--- src/rtl/teclado_entrada_ctrl.sv ---
// teclado_entrada_ctrl
// Builds a multi-digit BCD entry from debounced keypad presses. Digits are
// shifted in from the right, 'A' deletes the last digit, '*' clears the entry
// and '#' commits it to `valor` with a one-cycle `pronto` strobe. A non-empty
// entry left idle for TIMEOUT_CYC cycles is discarded with a `timeout` strobe.
//
// Handshake: the input is a level (`key_valid` high while a key is held). A
// press is accepted only on its rising edge, so every strobe output
// (`pronto`, `erro`, `timeout`) is a single-cycle, mutually exclusive pulse
// with no back-pressure; downstream logic must sample it in that cycle.
//
// `estado` exposes the FSM state (0 = VAZIO, 1 = DIGITANDO, 2 = CONFIRMA).

module teclado_entrada_ctrl #(
    parameter int MAX_DIG     = 4,
    parameter int TIMEOUT_CYC = 5000
) (
    input  logic                 clk,
    input  logic                 rst,
    input  logic                 key_valid,
    input  logic [3:0]           bcd_in,
    output logic [4*MAX_DIG-1:0] entrada,
    output logic [2:0]           n_dig,
    output logic [4*MAX_DIG-1:0] valor,
    output logic                 pronto,
    output logic                 erro,
    output logic                 timeout,
    output logic [1:0]           estado
);

    localparam int              W        = 4 * MAX_DIG;
    localparam int              CW       = $clog2(TIMEOUT_CYC);
    localparam logic [CW-1:0]   CNT_LOAD = CW'(TIMEOUT_CYC - 1);
    localparam logic [2:0]      N_MAX    = 3'(MAX_DIG);

    typedef enum logic [1:0] {
        VAZIO     = 2'd0,
        DIGITANDO = 2'd1,
        CONFIRMA  = 2'd2
    } estado_t;

    estado_t         state_q, state_d;
    logic            kv_d;
    logic [CW-1:0]   cnt_q, cnt_d;

    logic [W-1:0]    entrada_d, valor_d, shifted;
    logic [2:0]      n_dig_d;
    logic            pronto_d, erro_d, timeout_d;

    logic            press, press_ok;
    logic            is_dig, is_bs, is_clr, is_ok;
    logic            dig_ok, bs_ok, clr_ok, ok_ok, err_ok, to_hit;

    assign estado = state_q;

    // Press decode: rising edge of key_valid, ignored during the commit cycle.
    assign press    = key_valid && !kv_d;
    assign press_ok = press && (state_q != CONFIRMA);

    assign is_dig = (bcd_in <= 4'h9);
    assign is_bs  = (bcd_in == 4'hA);
    assign is_clr = (bcd_in == 4'hE);
    assign is_ok  = (bcd_in == 4'hF);

    // A full entry silently drops further digits; edits on an empty entry are no-ops.
    assign dig_ok = press_ok && is_dig && (n_dig < N_MAX);
    assign bs_ok  = press_ok && is_bs  && (n_dig != 3'd0);
    assign clr_ok = press_ok && is_clr && (n_dig != 3'd0);
    assign ok_ok  = press_ok && is_ok  && (n_dig != 3'd0);
    assign err_ok = press_ok && is_ok  && (n_dig == 3'd0);

    // Any accepted press in the expiry cycle takes precedence over the timeout.
    assign to_hit = (state_q == DIGITANDO) && (cnt_q == '0) && !press;

    // New digit enters at the low nibble; the oldest digit falls off the top.
    if (MAX_DIG > 1) begin : g_shift
        assign shifted = {entrada[W-5:0], bcd_in};
    end else begin : g_shift1
        assign shifted = bcd_in;
    end

    // State register.
    always_ff @(posedge clk) begin
        if (rst) state_q <= VAZIO;
        else     state_q <= state_d;
    end

    // Next-state logic.
    always_comb begin
        state_d = state_q;
        case (state_q)
            VAZIO: begin
                if (dig_ok) state_d = DIGITANDO;
            end
            DIGITANDO: begin
                if (ok_ok)
                    state_d = CONFIRMA;
                else if (clr_ok || (bs_ok && n_dig == 3'd1) || to_hit)
                    state_d = VAZIO;
            end
            CONFIRMA: state_d = VAZIO;
            default:  state_d = VAZIO;
        endcase
    end

    // Output/datapath next values: entry editing, commit, strobes and idle counter.
    always_comb begin
        entrada_d = entrada;
        n_dig_d   = n_dig;
        valor_d   = valor;
        pronto_d  = 1'b0;
        erro_d    = 1'b0;
        timeout_d = 1'b0;
        cnt_d     = cnt_q;
        if (state_q == CONFIRMA) begin
            valor_d   = entrada;
            pronto_d  = 1'b1;
            entrada_d = '0;
            n_dig_d   = 3'd0;
        end else begin
            if (dig_ok) begin
                entrada_d = shifted;
                n_dig_d   = n_dig + 3'd1;
            end else if (bs_ok) begin
                entrada_d = entrada >> 4;
                n_dig_d   = n_dig - 3'd1;
            end else if (clr_ok) begin
                entrada_d = '0;
                n_dig_d   = 3'd0;
            end else if (err_ok) begin
                erro_d = 1'b1;
            end else if (to_hit) begin
                entrada_d = '0;
                n_dig_d   = 3'd0;
                timeout_d = 1'b1;
            end
            if (dig_ok || bs_ok || clr_ok)
                cnt_d = CNT_LOAD;
            else if (state_q == DIGITANDO && cnt_q != '0)
                cnt_d = cnt_q - CW'(1);
        end
    end

    // Datapath registers; reset also discards a commit that is in flight.
    always_ff @(posedge clk) begin
        if (rst) begin
            kv_d    <= 1'b0;
            cnt_q   <= CNT_LOAD;
            entrada <= '0;
            n_dig   <= 3'd0;
            valor   <= '0;
            pronto  <= 1'b0;
            erro    <= 1'b0;
            timeout <= 1'b0;
        end else begin
            kv_d    <= key_valid;
            cnt_q   <= cnt_d;
            entrada <= entrada_d;
            n_dig   <= n_dig_d;
            valor   <= valor_d;
            pronto  <= pronto_d;
            erro    <= erro_d;
            timeout <= timeout_d;
        end
    end

endmodule

--- config.mk ---
export PLATFORM = sky130hd
export DESIGN_NAME = teclado_entrada_ctrl
export DESIGN_NICKNAME = d
export VERILOG_FILES = /design/src/rtl/teclado_entrada_ctrl.sv
export SDC_FILE = /design/constraint.sdc
export NUM_CORES = 1
export LEC_CHECK = 0
export BUFFER_PORTS_ARGS = -buffer_cell sky130_fd_sc_hd__clkbuf_2
export CORE_MARGIN = 10
export CORE_UTILIZATION = 45
export CTS_CLUSTER_SIZE = 8
export DETAILED_ROUTE_END_ITERATION = 6
export GPL_TIMING_DRIVEN = 1
export PLACE_DENSITY = 0.7
export SLEW_MARGIN = 25
export SYNTH_ARGS = -nofsm -noshare
export SYNTH_HDL_FRONTEND = slang
export SYNTH_SLANG_ARGS = --single-unit
export TNS_END_PERCENT = 50
--- constraint.sdc ---
create_clock -name clk -period 2.2 [get_ports clk]
set_input_delay 0.44 -clock clk [delete_from_list [all_inputs] [get_ports clk]]
set_output_delay 0.44 -clock clk [all_outputs]
set_load 0.1 [all_outputs]
==> After elaboration in Yosys (flattened, before gate mapping) <==
Index checks and enable logic that the tools add are counted.
{ "classes": {"n_reduce_logical": 34, "mux": 19, "addsub": 3, "eq_ne": 10, "order_cmp": 2, "bitwise_logic": 1} }
{ "op_table": {"columns": ["operator", "n"], "rows": [
  ["16-bit 2-to-1 mux", 5],
  ["13-bit 2-to-1 mux", 2],
  ["1-bit logical AND", 15],
  ["3-bit 2-to-1 mux", 5],
  ["13-bit logical NOT", 1],
  ["13-bit nonzero test", 1],
  ["13-bit by 1-bit subtractor with 13-bit output, second input constant", 1],
  ["4-bit == test, second input constant", 3],
  ["2-bit 2-to-1 mux", 3],
  ["2-bit AND reduction", 3],
  ["6-bit OR reduction", 1],
  ["5-bit OR reduction", 1],
  ["4-bit <= comparator, second input constant", 1],
  ["1-bit logical OR", 4],
  ["2-bit inequality test, second input constant", 2],
  ["4-bit inequality test, second input constant", 1],
  ["2-bit one-hot mux with 2 select lines", 1],
  ["4-bit nonzero test", 1],
  ["3-bit by 1-bit adder with 3-bit output, second input constant", 1],
  ["3-bit by 1-bit == test with 1-bit output, second input constant", 1],
  ["3-bit logical NOT", 1],
  ["3-bit less-than comparator, second input constant", 1],
  ["1-bit 2-to-1 mux", 3],
  ["3-bit by 2-bit inequality test with 1-bit output, second input constant", 1],
  ["other kinds (9)", 10]
]} }
{ "word_totals": {"register_bits": 54, "input_bits": 7} }

==> Longest topological paths before layout <==
{ "logic_depth": {"ltp_word": 11, "ltp_mapped": 9} }

==> Worst setup path after synthesis <==
No wires, ideal clock.
{ "synth_timing": {"path_type": "register to register", "start": "register n_dig[1]", "end": "register entrada[10]", "synth_period_minus_slack_ns": 2.613, "stages_incl_launch_ff": 10, "slack_ns": -0.413, "arrival_ns": 2.481, "path_cell_list": "dfxtp_1 -> inv_1 -> ha_1 -> nand2b_1 -> nand4_1 -> o211ai_1 -> nor2b_4 -> buf_6 -> buf_12 -> o2bb2ai_2"} }
{ "synth_between": {"elab_chain_cells": 5, "elab_cells_between_ends": 13, "cone_classes": "1 x order compare; 1 x eq/ne; 3 x mux; 8 x reduce/logical"} }
{ "synth_lines": {"columns": ["item", "line", "source"], "rows": [
  ["from (decl)", "23", "output logic [2:0] n_dig,"],
  ["from (signal assigned)", "159", "n_dig <= n_dig_d;"],
  ["branches (longest 5 deep; another with 3-bit less-than comparator)", null, null],
  ["to (signal assigned)", "158", "entrada <= entrada_d;"],
  ["to (decl)", "22", "output logic [4*MAX_DIG-1:0] entrada,"]
]} }
Parallel ways; which one is timed is not known.
A chain may end at the register's enable or synchronous reset.

==> Worst setup path after layout <==
{ "layout_timing": {"start": "register cnt_q[9]", "end": "register entrada[12]"} }
{ "layout_between": {"elab_chain_cells": 5} }
{ "layout_lines": {"columns": ["item", "line", "source"], "rows": [
  ["from (decl)", "44", "logic [CW-1:0] cnt_q, cnt_d;"],
  ["from (signal assigned)", "157", "cnt_q <= cnt_d;"],
  ["13-bit logical NOT", "73", "assign to_hit = (state_q == DIGITANDO) && (cnt_q == '0) && !press;"],
  ["1-bit logical AND (2 in a row)", "73", null],
  ["4-bit nonzero test (no line)", null, null],
  ["2-bit AND reduction (no line)", null, null]
]} }
Every way passes these cells.

==> flow_metrics.env <==
export IMPL_yosysTopAreaCellShare_pct=47.5
export IMPL_finalCritPeriodShare_pct=98.0
export IMPL_max_cap_viol_count=0
export IMPL_cp_required_ns=2.41
export IMPL_hold_violations=0
export IMPL_cts_buffers=5
export IMPL_synthTopCellsByCount="dfxtp_1 (54), a22o_1 (16), nor2_1 (16)"
export IMPL_endpoint_kind="flop"
export IMPL_ant_nets=0
export IMPL_dpl_cell_count=331
export IMPL_post_place_ws_ns=-0.0205
export IMPL_critPathArrivalTime_ns=2.37
export IMPL_grt_pass1_wl_um=9030
export IMPL_fin_ws_ns=0.0449
export IMPL_syn_area_per_cell_um2=10.6
export IMPL_grt_start_max_net_pins=18
export IMPL_finalCriticalPeriod_ns=2.16
export IMPL_yosys_top_cells_area="dfxtp_1 (47%), o2bb2ai_2 (6.6%), a22o_1 (6.2%)"
export IMPL_fp_dieW_um=91.1
export IMPL_cts_path_max_buffers=2
export IMPL_grt_ovfl_total=0
export IMPL_yosysWarnings=0
export IMPL_grt_pass1_vias=1777
export IMPL_gp_congestion=0.842
export IMPL_regToRegSetupSlack_ns=0.04
export IMPL_p_per_area_mw_per_mm2=675
export IMPL_grt_antenna_before_repair=0
export IMPL_hp_class="in -> reg"
export IMPL_cts_tree="yes"
export IMPL_outcome="finished clean"
export IMPL_coreArea_mm2=0.00482
export IMPL_cp_depth=5
export IMPL_start_kind="flop"
export IMPL_finalMaxSlewViolations=0
export IMPL_critPathTopFamily="simple AND/OR/NAND/NOR gates"
export IMPL_power_leakage_nw=1.12
export IMPL_synth_yosys_seq_area_share_pct=47.5
export IMPL_fmax_mhz=464
export IMPL_slowest_stage="or4_4"
export IMPL_synth_top_area_cell="dfxtp_1"
export IMPL_dr_first_iter_drc_count=121
export IMPL_setup_viol=0
export IMPL_synth_flop_cell="dfxtp_1"
export IMPL_fp_dieArea_mm2=0.00831
export IMPL_die_y_um=91.1
export IMPL_cpMostUsedCell="or4_4"
export IMPL_num_nets_final=286
export IMPL_endpoint="entrada[12]"
export IMPL_syn_inst=215
export IMPL_portBuffers=46
export IMPL_synth_cell_types=45
export IMPL_worst_path_buf_inv=0
export IMPL_route_detailed_drc=0
export IMPL_drive_gt1_share_pct=37.2
export IMPL_dr_total_vias=1845
export IMPL_areaGrowthSynthToFinish_pct=22.6
export IMPL_timing_setup_tns_ns=0
export IMPL_rows=25
export IMPL_pin_count=47
export IMPL_wirelength_um=5370
export IMPL_track_usage_pct=13.0
export IMPL_fin_skew_ns=0.00623
export IMPL_path_clk_slew_ns=0.10
export IMPL_path_cells="or4_4, or2_4, or4_4, nor2b_4, a22o_2"
export IMPL_tightest_slew_ns=0.635
export IMPL_synth_area_mm2=0.00228
export IMPL_vias_per_cell=5.41
export IMPL_maxSlewHeadroom_pct=57.5
export IMPL_cp_max_fo=6
export IMPL_crit_type="reg -> reg"
export IMPL_initial_utilization_pct=47.3
export IMPL_syn_nets=228
export IMPL_htree_levels=2
export IMPL_drt_first_pass_iters=4
export IMPL_cts_hold_buf=0
export IMPL_power_mw=1.88
export IMPL_synth_seq_cells=54
export IMPL_wire_per_inst_um=15.7
export IMPL_synthArstFlopShare_pct=0
export IMPL_fin_cells=341
export IMPL_yosysMostFrequentCell="dfxtp_1"
export IMPL_clock_latency_ns=0.31
export IMPL_cts_sinks=54
export IMPL_reg2reg_from="cnt_q[9]"
export IMPL_critPathLaunch="cnt_q[9]"
export IMPL_rsz0062_at_grt="false"
export IMPL_clock_root_buffer="clkbuf_8"
export IMPL_hpwlAfterDp_um=3870
export IMPL_r2r_end="entrada[12]"
export IMPL_max_stage_delay_ns=0.53
export IMPL_synth_edf_count=0
export IMPL_diodes=0
export IMPL_min_delay_start="key_valid"
export IMPL_ff2ff_path_depth=5
export IMPL_peakVddDrop_mv=0.362
## area by class of cell
| class | instances | area [um^2] |
|---|---|---|
| clock inverter | 2 | 37.5 |
| clock buffer | 6 | 72.6 |
| timing repair buffer | 60 | 335 |
| sequential | 54 | 1090 |
| inverter | 5 | 18.8 |
| tap | 67 | 83.8 |
| multi-input combinational | 147 | 1150 |
| fill | 446 | 2020 |
## cell usage in the layout, fill, tap and decap left out, types with 3 or more instances in the layout
cell type,count
o2bb2ai_1,3
buf_4,14
a22o_1,16
or4_4,3
dfxtp_1,46
nor4_1,6
dfxtp_2,8
nand2_1,9
nor2b_1,5
ha_1,6
inv_1,5
a22oi_1,10
clkbuf_8,5
xnor2_1,11
nand3_1,4
o21ai_0,4
a22o_2,4
nor2_1,16
clkbuf_2,46
nand2b_1,5
o2bb2ai_2,10
nor3_1,6
## how the worst min path moves through the flow
stage	end	cells past startpoint
finish	kv_d	2
global route	kv_d	2
CTS	kv_d	2
detailed placement	valor[6]	1
global placement	valor[3]	1
floorplan	cnt_q[7]	2
## state kept, by name, indices dropped and copies added, names as in the netlist, 2 cells and up
signal   flops
estado       2
valor       16
entrada     16
n_dig        3
cnt_q       13
## stage by stage
stage	cell area [um^2]	hold slack, ns	util, %
after global routing	2790	0.373	58.0
after floorplan	2290	0.457	-
final	2790	0.370	58.0
after global placement	2640	0.461	54.9
after CTS	2770	0.367	57.4
after detailed placement	2640	0.464	54.9
## cells by family after synthesis
logic type / share of synthesized area (%)
fa+ha+maj: 3.30
simple gates: 16.3
compound gates: 24.1
buf+inv: 3.74
xor+xnor: 4.62
flops: 47.5
mux: 0.440
## routing by layer
layer | vias up | track usage (%) | wire, um
li1 | 922 | - | -
met1 | 864 | 17.5 | 2560
met2 | 53 | 19.0 | 2340
met3 | 6 | 4.36 | 393
met4 | 0 | 4.31 | 72
met5 | - | 0 | 0
## report_power, final
group | switching (mW) | internal (mW) | leakage [nW] | total (mW)
Clock | 0.321 | 0.340 | 0.0514 | 0.661
Combinational | 0.158 | 0.0578 | 0.634 | 0.216
Sequential | 0.0163 | 0.991 | 0.439 | 1.01
## repair_timing
| action | CTS | global route |
|---|---|---|
| endpoints found under the hold margin | 0 | 0 |
| gates resized for setup | 1 | 5 |
| setup endpoints to repair | 5 | 6 |
| setup buffers | 0 | 0 |
| cloned | 1 | 1 |
No activity file was read; power rests on OpenSTA's default activity.
